### src/rtl/svk_crg_rst_seq.sv
// Reset release sequencer: holds RST_NUM reset domains low until the PLL has been
// locked for HOLD_CYC cycles, then releases them in index order with per-stage delays.
module svk_crg_rst_seq #(
  parameter int RST_NUM  = 4,
  parameter int CNT_W    = 8,
  parameter int HOLD_CYC = 4
) (
  input  logic                     clk,
  input  logic                     rst_n,
  input  logic                     pll_lock,
  input  logic                     sw_rst_req,
  input  logic [RST_NUM*CNT_W-1:0] cfg_dly,
  output logic [RST_NUM-1:0]       rst_out_n,
  output logic                     busy,
  output logic                     done
);

  localparam int HOLD_W = $clog2(HOLD_CYC + 1);
  localparam int STG_W  = (RST_NUM > 1) ? $clog2(RST_NUM) : 1;

  localparam logic [1:0] ST_HOLD = 2'd0;
  localparam logic [1:0] ST_DLY  = 2'd1;
  localparam logic [1:0] ST_DONE = 2'd2;

  logic [1:0]             r_state;
  logic [HOLD_W-1:0]      r_hold_cnt;
  logic [CNT_W-1:0]       r_dly_cnt;
  logic [STG_W-1:0]       r_stage;
  logic [RST_NUM*CNT_W-1:0] r_dly_sh;
  logic [RST_NUM-1:0]     r_rst_out_n;

  logic                   w_restart;
  logic                   w_hold_last;
  logic                   w_stage_last;
  logic [CNT_W-1:0]       w_cur_dly;

  // Losing lock only restarts once the sequence has left HOLD; in HOLD it just resets the lock timer.
  assign w_restart    = sw_rst_req | (~pll_lock & (r_state != ST_HOLD));
  assign w_hold_last  = (r_hold_cnt == HOLD_W'(HOLD_CYC - 1));
  assign w_stage_last = (r_stage == STG_W'(RST_NUM - 1));

  always_comb begin
    w_cur_dly = '0;
    for (int i = 0; i < RST_NUM; i++) begin
      if (r_stage == STG_W'(i)) w_cur_dly = r_dly_sh[i*CNT_W +: CNT_W];
    end
  end

  always_ff @(posedge clk or negedge rst_n) begin
    if (!rst_n) begin
      r_state     <= ST_HOLD;
      r_hold_cnt  <= '0;
      r_dly_cnt   <= '0;
      r_stage     <= '0;
      r_dly_sh    <= '0;
      r_rst_out_n <= '0;
    end else if (w_restart) begin
      r_state     <= ST_HOLD;
      r_hold_cnt  <= '0;
      r_dly_cnt   <= '0;
      r_stage     <= '0;
      r_rst_out_n <= '0;
    end else begin
      case (r_state)
        ST_HOLD: begin
          r_rst_out_n <= '0;
          if (!pll_lock) begin
            r_hold_cnt <= '0;
          end else if (w_hold_last) begin
            r_state    <= ST_DLY;
            r_hold_cnt <= '0;
            r_stage    <= '0;
            r_dly_cnt  <= '0;
            r_dly_sh   <= cfg_dly;
          end else begin
            r_hold_cnt <= r_hold_cnt + 1'b1;
          end
        end
        ST_DLY: begin
          // Stage i spans dly_sh[i]+1 edges: count 0..dly_sh[i], release on the match.
          if (r_dly_cnt == w_cur_dly) begin
            for (int i = 0; i < RST_NUM; i++) begin
              if (r_stage == STG_W'(i)) r_rst_out_n[i] <= 1'b1;
            end
            r_dly_cnt <= '0;
            if (w_stage_last) r_state <= ST_DONE;
            else              r_stage <= r_stage + 1'b1;
          end else begin
            r_dly_cnt <= r_dly_cnt + 1'b1;
          end
        end
        ST_DONE: begin
        end
        default: begin
          r_state     <= ST_HOLD;
          r_rst_out_n <= '0;
        end
      endcase
    end
  end

  assign rst_out_n = r_rst_out_n;
  assign busy      = (r_state != ST_DONE);
  assign done      = (r_state == ST_DONE);

endmodule

### config.mk
export PLATFORM = sky130hd
export DESIGN_NAME = svk_crg_rst_seq
export DESIGN_NICKNAME = d
export VERILOG_FILES = /design/src/rtl/svk_crg_rst_seq.sv
export SDC_FILE = /design/constraint.sdc
export NUM_CORES = 1
export LEC_CHECK = 0
export CELL_PAD_IN_SITES_DETAIL_PLACEMENT = 1
export CELL_PAD_IN_SITES_GLOBAL_PLACEMENT = 2
export CORE_ASPECT_RATIO = 0.7
export CORE_MARGIN = 3
export CORE_UTILIZATION = 25
export DETAILED_ROUTE_END_ITERATION = 6
export DONT_BUFFER_PORTS = 1
export PLACE_DENSITY = 0.54
export SYNTH_ARGS = -nofsm -noshare
export SYNTH_HDL_FRONTEND = slang
export SYNTH_SLANG_ARGS = --single-unit
### constraint.sdc
create_clock -name clk -period 3.85 [get_ports clk]
set_input_delay 0.5775 -clock clk [delete_from_list [all_inputs] [get_ports clk]]
set_output_delay 0.5775 -clock clk [all_outputs]
set_load 0.01 [all_outputs]
==> reports/metrics.csv <==
stage;metric;value;unit
place;dp_hpwl;4.52;mm
critical_path;path_class;flip-flop to flip-flop;
floorplan;die_w;126;um
critical_path;end_kind;flip-flop;
sta;max_slew_margin;0.480;
synth;ys_types;40;
critical_path;crit_buf_inv;1;
drt;via_per_inst;4.94;
power_and_ir_drop;irDropWorstVdd;0.000155;V
drt;dr.first_iter.drc_count;53;
critical_path;rr_worst_depth;9;
critical_path;worstPathMaxFanout;21;
synth;synth_cells;231;
critical_path;r2r_slack;0.51;ns
synth;syn_avg_cell_area;11.0;um^2
critical_path;worstPathArrival;3.55;ns
critical_path;critPathLaunchType;flip-flop;
floorplan;die_area;0.0114;mm^2
critical_path;crit_path_cell_trace;inv_1, ha_1, nor2b_1, a221oi_1, or3_1, nand4_1, or4_4, or4b_1, a21oi_1;
drt;wl_per_cell;17.6;um
floorplan;core-area;0.00980;mm^2
clock_network;cts-root-buf;clkbuf_16;
floorplan;initial_utilization;0.258;
synth;yosysWarnings;0;
drt;first_pass_iters;4;
critical_path;crit_cells;9;
drt;antenna_left;0;
hold_path;holdCritPathClass;input pin to asynchronous set/reset pin;
power_and_ir_drop;power.switching;0.286;mW
power_and_ir_drop;combPwrFrac;0.091;
final_layout;seqCellArea;0.00128;mm^2
place;portBuffers;0;
drt;vias;1764;
power_and_ir_drop;power_frac_clock;0.397;
sta;max_freq;300;MHz
synth;syn_area;0.00253;mm^2
final_layout;finalNetCount;270;
critical_path;r2r-start;r_stage[1];
power_and_ir_drop;p_total;1.13;mW
sta;rsz0062_at_grt;false;
clock_network;tritoncts.num_buffers;5;
floorplan;io_pins;42;
clock_network;path_clk_slew;0.07;ns
drt;drc_errors;0;
sta;worst_pin_slew;0.777;ns
sta;period_share;0.867;
final_layout;antenna_cells;0;
synth;synth-seq-area-share;0.504;
clock_network;cts.sinks;51;
critical_path;cp_top_family;simple AND/OR/NAND/NOR gates;
critical_path;r2r_end;r_state[1];
floorplan;die_y;90.2;um
flow_run;max-cap-violations;0;
critical_path;max_stage_delay;0.59;ns
global_routing;grt_overflow;0;
clock_network;cts_buffer_depth;2;
critical_path;startpoint;r_stage[1];
sta;fin_ws;0.512;ns
sta;hold_viol_final;0;
sta;min_period;3.34;ns
global_routing;grt_pass1_wl;10.6;mm
final_layout;fillers;1063;
critical_path;cp_data_required_time;4.07;ns
synth;syn_nets;273;
global_routing;grt_pass1_vias;1885;
synth;synth-seq-cells;51;
power_and_ir_drop;pwr-share-seq;0.512;
clock_network;insertion_delay;0.29;ns
final_layout;finish.utilization;0.287;
sta;hold_slack;0.125;ns
global_routing;grt_max_degree;52;
sta;setup_viol;0;
sta;clock_skew;0.00412;ns
floorplan;rows;30;
drt;finalWirelength;6.27;mm
synth;ys.flop_type;dfrtp_1;
final_layout;syn2layout_area_growth;11.0;%
synth;yosysTopAreaCell;dfrtp_1;
synth;synth_area_leaders;dfrtp_1 (50%), mux2_2 (14%), o21ai_0 (3.6%);
synth;synth_top_area_frac;0.504;
place;gp_congestion;0.685;
clock_network;cts_tree;built;
critical_path;crit_end;r_state[1];
sta;report.final.slew_viol_count;0;
sta;setup_tns;0;ns
outcome;outcome;finished, final reports clean;
global_routing;antenna_found_initial;0;
power_and_ir_drop;p_int;0.848;mW
global_routing;grt_usage;0.115;
final_layout;drive_above_1_share;0.192;
synth;synth_edf_count;0;
power_and_ir_drop;switching_share;0.252;
clock_network;h-tree-depth;2;
power_and_ir_drop;p_leak;1.26;nW
place;post-place-ws;0.611;ns
power_and_ir_drop;power_density;403;mW/mm^2
critical_path;critPathSlowestCell;or4_4;
synth;synth-async-reset-ratio;1.00;
final_layout;multiInputGateArea;0.00114;mm^2
## state kept, by name (all words and copies together) (netlist names)
register    cells
r_dly_sh       32
r_dly_cnt       8
rst_out_n       4
r_hold_cnt      3
r_stage         2
r_state         2
## synthesized netlist by cell type, drive strengths merged, types with 7 or more instances
cell	number
clkbuf	8
nand3	8
o21ai	18
a221oi	8
mux2	32
dfrtp	51
or3	7
inv	11
nor2	8
nand2	11
o22ai	8
## through the flow
step | instances | cell area [um^2]
floorplan | 231 | 2530
global placement | 348 | 2640
detailed placement | 348 | 2640
CTS | 357 | 2810
global route | 357 | 2810
finish | 357 | 2810
## routing by layer
metal | track usage | up-vias | part of all wire
met5 | 0 | - | 0
met4 | 0.0188 | 0 | 0.0048
met3 | 0.0422 | 5 | 0.052
met2 | 0.158 | 25 | 0.41
met1 | 0.174 | 879 | 0.54
li1 | - | 855 | -
## how the worst min path moves through the flow
stage | slack (ns) | end
2_1_floorplan | 0.28 | r_dly_cnt[0]
3_3_place_gp | 0.28 | r_hold_cnt[2]
5_1_grt | 0.15 | rst_out_n[1]
4_1_cts | 0.15 | r_hold_cnt[1]
6_report | 0.13 | r_hold_cnt[1]
3_5_place_dp | 0.28 | r_hold_cnt[1]
## layout make-up
| cell class | count | area share |
|---|---|---|
| inverter | 12 | 0.0160 |
| multi-input combinational | 155 | 0.405 |
| tap | 128 | 0.0570 |
| sequential | 51 | 0.454 |
| clock buffer | 5 | 0.0445 |
| timing repair buffer | 3 | 0.0151 |
| clock inverter | 3 | 0.00846 |
## power groups by stage
| stage | Sequential [mW] | Combinational (mW) | Clock, mW |
|---|---|---|---|
| detailed placement | 0.592 | 0.0900 | 0 |
| floorplan | 0.583 | 0.0804 | 0 |
| global route | 0.584 | 0.115 | 0.501 |
| CTS | 0.581 | 0.105 | 0.472 |
| finish | 0.580 | 0.103 | 0.450 |
| global placement | 0.592 | 0.0867 | 0 |
## cell usage in the layout, fill, tap and decap left out, drive strengths merged, types with 2 or more instances in the layout
cell type / n
a211oi: 3
a21oi: 6
a221oi: 8
a31oi: 5
buf: 3
clkbuf: 5
clkinvlp: 2
dfrtp: 51
ha: 6
inv: 12
mux2: 32
nand2: 11
nand2b: 5
nand3: 8
nand3b: 2
nand4: 5
nor2: 8
nor2b: 2
nor3: 3
o21ai: 18
o22ai: 8
o31ai: 2
or3: 7
or4: 3
## cells by family (layout without fill, tap and decap cells)
family | count (synthesis) | after routing | synth area share
and+or+nand+nor | 59 | 59 | 0.127
AOI/OAI and AO/OA | 56 | 56 | 0.143
DFF | 51 | 51 | 0.504
muxes | 33 | 33 | 0.146
buffers and inverters | 25 | 23 | 0.0464
adders and majority gates | 6 | 6 | 0.0296
xor gates and xnor gates | 1 | 1 | 0.00346
## repair_timing
item                      CTS  global route
resized for setup           0             0
setup buffers               0             0
hold buffers                1             0
hold endpoints to repair   51             0
(Power assumes the default switching activity.)
==> edit 1 (same flow settings) <==
Reset style: synchronous (`rst_n`), changed in one clocked block.
--- a/src/rtl/svk_crg_rst_seq.sv
+++ b/src/rtl/svk_crg_rst_seq.sv
@@ -46,7 +46,7 @@
     end
   end
 
-  always_ff @(posedge clk or negedge rst_n) begin
+  always_ff @(posedge clk) begin
     if (!rst_n) begin
       r_state     <= ST_HOLD;
       r_hold_cnt  <= '0;
Function: differs if rst_n is asserted again (counterexample within 10 cycles, from zero or initial values and one cycle with rst_n low); with rst_n held inactive, the same outputs for 10 cycles.
==> edit 1 against the unedited design <==
Area after synthesis about the same. First-iteration DRC count increased by 81%. Die area about the same. Final area decreased by 1.9%. Wire length up 13%. Worst setup slack better by 0.38 ns. Worst hold slack better by 0.30 ns. Sequential cell count stayed put. Synthesized cell count up 29%. Largest cell class is now multi-input combinational cells.
Power is not compared: it rests on default switching activity, and its combinational part moved more than twofold at a synthesized area within 25%.
==> edit 1: results (changes against the unedited design) <==
Parameter                              Value

STA
  Final setup skew    0.00294 ns (-0.00119 ns)
  Worst slew margin relative to its limit    43.6% (-4.4 points)

Global route
  Maximum number of pins on one net before global-route repair    34 (-35%)
  First-pass GRT wire length    11400 um (+8.1%)
  Total track usage    12.7% (+1.2 points)
  Vias in the first global route    2014 (+6.8%)

Outcome
  Result of the run    completed

Cells and area
  Share of layout cells above drive strength 1    6.62% (-13 points)
  NumNets Final    328 (+21%)
  Max reg flops    32 (unchanged)

Logic synthesis
  Count of different cell masters after synthesis    45 (+13%)
  Leading cell types by total area after synthesis    dfxtp_1, nand2_1, a21boi_0
  Leading post-synthesis cells by instance count    nand2_1, dfxtp_1, a21boi_0, clkbuf_1, inv_1
  Proportion of synthesized flip-flops having asynchronous set or reset    0% (-100 points)
  Net count of the mapped netlist    339 (+24%)
  Post-synthesis sequential area ratio    40.3% (-10 points)

Detailed routing
  Via count normalized by instance count    4.74 (-4.0%)
  Violation count after the first detailed-route iteration    96 (+81%)
  Routed wire per std cell    17.1 um (-2.8%)

CTS
  Cts repair resizes    0 (unchanged)
  Number of buffers inserted to repair setup after CTS    0 (unchanged)
  CTS H-Tree Depth    2 (unchanged)
  Number of clock buffers inserted by TritonCTS    5 (unchanged)

Worst setup path
  Arrival @ worst endpoint    3.13 ns (-0.42 ns)
  Reg-to-reg endpoint    r_stage[1]$_SDFFE_PP0P_
  Critical path type    reg -> reg
  Reg2reg path depth    8 (-1)
  Worst-path maximum fanout    25 (+19%)
  Worst reg2reg path startpoint    r_stage[0]$_SDFFE_PP0P_
  Minimum setup slack among reg-to-reg paths    0.89 ns (+0.38 ns)

Place
  GP Congestion    0.706 (+3.2%)
  HPWL Detailed    5190 um (+15%)
  Count of input and output buffers    0 (unchanged)

Worst hold path
  Path class of the lowest-slack min-delay path    in -> reg

Power
  Pleak    0.857 nW
==> edit 1: how the worst min path moves through the flow <==
stage,start,endpoint,slack (ns)
after global placement,r_dly_sh[25]$_SDFFE_PN0P_,r_dly_sh[25]$_SDFFE_PN0P_,0.46
final,cfg_dly[24],r_dly_sh[24]$_SDFFE_PN0P_,0.42
after CTS,cfg_dly[24],r_dly_sh[24]$_SDFFE_PN0P_,0.42
after global routing,cfg_dly[25],r_dly_sh[25]$_SDFFE_PN0P_,0.42
after detailed placement,r_dly_sh[24]$_SDFFE_PN0P_,r_dly_sh[24]$_SDFFE_PN0P_,0.46
after floorplan,r_dly_sh[31]$_SDFFE_PN0P_,r_dly_sh[31]$_SDFFE_PN0P_,0.44
==> edit 1: layout make-up <==
class,count,area [um2]
tap,128,160
fill,1163,7000
timing repair buffer,3,22.5
inverter,13,48.8
sequential,51,1020
clock buffer,8,156
multi-input combinational,212,1350
==> edit 1: routing by layer <==
metal,track usage (%),wire length (um),up-vias
li1,-,-,1001
met1,19.7,4000,932
met5,0,0,-
met3,3.74,269,8
met2,16.6,2730,28
met4,3.75,87,0
==> edit 1: critical path, stage by stage, from the launching register on <==
cell,delay [ns]
dfxtp_1,0.39
ha_1,0.74
a211oi_1,0.09
a221oi_1,0.47
xnor2_1,0.17
nand4_1,0.13
nor2_2,0.48
o22ai_1,0.21
o2bb2ai_1,0.16
==> edit 1: per-stage QoR <==
stage               area [um2]  hold slack (ns)  util, %  cells  setup slack, ns
floorplan                 2530            0.443        -    297             1.67
global placement          2600            0.456     26.7    407            0.929
detailed placement        2600            0.461     26.7    407            0.896
CTS                       2760            0.418     28.3    415            0.880
global route              2760            0.422     28.3    415            0.591
finish                    2760            0.423     28.3    415            0.895
==> edit 1: power by group through the flow <==
stage,combinational (mW),clock [mW],sequential [mW]
finish,0.0136,0.469,0.529
global route,0.0148,0.509,0.528
CTS,0.0138,0.487,0.528
detailed placement,0.0138,0,0.541
global placement,0.0135,0,0.541
floorplan,0.0136,0,0.540
==> edit 1: cell families (layout without fill, tap and decap cells) <==
logic type	Yosys count	after routing	synth area share [%]
adder cells (fa/ha/maj)	6	6	2.97
XOR/XNOR	13	13	4.50
flip-flops	51	51	40.3
AND/OR/NAND/NOR	122	122	24.0
buffers and inverters	34	24	6.48
AO/OA/AOI/OAI	71	71	21.8
==> edit 2 (same settings) <==
Without the edit above. Set the parameter `HOLD_CYC` to 8 (it was 4).
--- a/src/rtl/svk_crg_rst_seq.sv
+++ b/src/rtl/svk_crg_rst_seq.sv
@@ -3,7 +3,7 @@
 module svk_crg_rst_seq #(
   parameter int RST_NUM  = 4,
   parameter int CNT_W    = 8,
-  parameter int HOLD_CYC = 4
+  parameter int HOLD_CYC = 8
 ) (
   input  logic                     clk,
   input  logic                     rst_n,
Check against the original RTL: not equivalent (Yosys sat finds a counterexample within 10 cycles, from zero or initial values and one cycle with rst_n low).
==> edit 2 against the unedited design <==
Area after synthesis increased by 5.0%. Wire length is 19% higher. Critical path type unchanged. Worst setup slack better by 0.13 ns. Sequential cell count rose by 1. Final area is 5.6% higher. Non-clock buffer count rose by 3.
Power is not compared: it rests on default switching activity, and its combinational part moved more than twofold at a synthesized area within 25%.
==> edit 2: results (changes against the unedited design) <==
Parameter                              Value

Worst setup path
  Reg-to-reg endpoint    r_dly_cnt[6]$_DFFE_PN0P_
  Worst-path maximum fanout    11 (-48%)
  Highest cell delay on the worst timing path    0.65 ns (+0.06 ns)
  Worst-path cell with the longest stage delay    nor4_4
  Data required time at the worst endpoint    4.02 ns (-0.05 ns)
  Minimum setup slack among reg-to-reg paths    0.64 ns (+0.13 ns)

Cells and area
  Number of non-clock buffers in the layout    6 (+3)
  Layout non-clock buf frac    2.19% (+0.68 points)
  Number of clock-tree buffers in the layout    6 (+1)
  Registers with the most flip-flops    r_dly_sh: 32 flops, r_dly_cnt: 8 flops
  Number of cells in the finished layout apart from fillers    427 (+20%)
  Share of layout cells above drive strength 1    7.02% (-12 points)
  Filler cells    1160 (+9.1%)
  Number of non-clock inverters in the layout    6 (-6)
  Sequential share of cell area    43.8% (-1.6 points)
  Area of combinational cells with multiple inputs    0.00125 mm2 (+10%)
  Clk tree area frac    5.65% (+0.35 points)
  Multi-input gate count    227 (+46%)
  Antenna fix cells    0 (unchanged)

Logic synthesis
  Net count of the mapped netlist    344 (+26%)
  Post-synthesis mux area share    0% (-15 points)
  Count of different cell masters after synthesis    43 (+7.5%)
  Post-synthesis instance total    302 (+31%)
  Xor and xnor fraction of the mapped netlist area    0.659% (+0.31 points)
  Compound-Gate Fraction of Synth Area    19.0% (+4.7 points)
  Leading post-synthesis cells by instance count    nand2_1, dfrtp_1, o21ai_0, nor2_1, clkbuf_1
  Leading cell types by total area after synthesis    dfrtp_1, nand2_1, o21ai_0
  Post-synth top flop    dfrtp_1
  Count of yosys warnings during synthesis    0 (unchanged)
  Post-synthesis sequential area ratio    48.9% (-1.5 points)
  Post-Synth Adder-Cell Area    2.82% (-0.14 points)

Detailed routing
  Routed wire per std cell    17.5 um (-0.25%)
  Violation count after the first detailed-route iteration    96 (+81%)
  Vias after detailed routing    2102 (+19%)

Power
  Switching Power    235 uW
  Maximum ir drop on the vdd rail    about 0.15 mV
  Part of the total power dissipated in the clock network    47.4%
  Power Total    1.10 mW

CTS
  Root Driver    clkbuf_16
  Sink count of the clock tree    52 (+2.0%)

Place
  Inst Count DP    418 (+20%)
  HPWL Detailed    5330 um (+18%)
  GP Congestion    0.746 (+9.0%)

STA
  Final setup skew    0.0130 ns (+0.00886 ns)
  Worst slew margin relative to its limit    25.7% (-22 points)

Global route
  Maximum number of pins on one net before global-route repair    66 (+27%)
  First-pass GRT wire length    12200 um (+15%)
  Total track usage    13.1% (+1.5 points)

Outcome
  Result of the run    completed

Die
  Chip width    129 um (+2.3%)
[edit 2: worst max path at each step]
stage | start | endpoint | cells past startpoint
floorplan | r_stage[1]$_DFFE_PN0P_ | r_dly_cnt[5]$_DFFE_PN0P_ | 10
detailed placement | r_stage[1]$_DFFE_PN0P_ | r_dly_cnt[6]$_DFFE_PN0P_ | 9
global route | r_stage[1]$_DFFE_PN0P_ | r_dly_cnt[6]$_DFFE_PN0P_ | 9
CTS | r_stage[1]$_DFFE_PN0P_ | r_dly_cnt[6]$_DFFE_PN0P_ | 9
finish | r_stage[1]$_DFFE_PN0P_ | r_dly_cnt[6]$_DFFE_PN0P_ | 9
global placement | r_stage[1]$_DFFE_PN0P_ | r_dly_cnt[5]$_DFFE_PN0P_ | 9
[edit 2: worst max-delay path: cells and delay by family (launching register included)]
kind                       cells  cell delay, ns
buffers and inverters          1            0.10
adders and majority gates      1            0.37
and+or+nand+nor                5            1.33
DFF                            1            0.43
AOI/OAI and AO/OA              2            0.85
[edit 2: metrics by stage]
| step | setup WS [ns] | area, um2 | hold slack (ns) |
|---|---|---|---|
| 2_1_floorplan | 1.37 | 2660 | 0.282 |
| 3_3_place_gp | 0.720 | 2770 | 0.286 |
| 4_1_cts | 0.598 | 2970 | 0.149 |
| 5_1_grt | 0.354 | 2970 | 0.151 |
| 6_report | 0.644 | 2970 | 0.145 |
| 3_5_place_dp | 0.605 | 2770 | 0.286 |
[edit 2: repair_timing]
| item | CTS | global route |
|---|---|---|
| resized for setup | 0 | 0 |
| endpoints found under the hold margin | 52 | 0 |
| hold buffers | 1 | 0 |
[edit 2: metal layers]
metal	share of wire, %	track usage [%]	up-vias
met1	56	20.4	1007
met2	38	16.9	33
met4	1.1	3.15	0
met3	4.9	4.31	9
met5	0	0	-
li1	-	-	1053
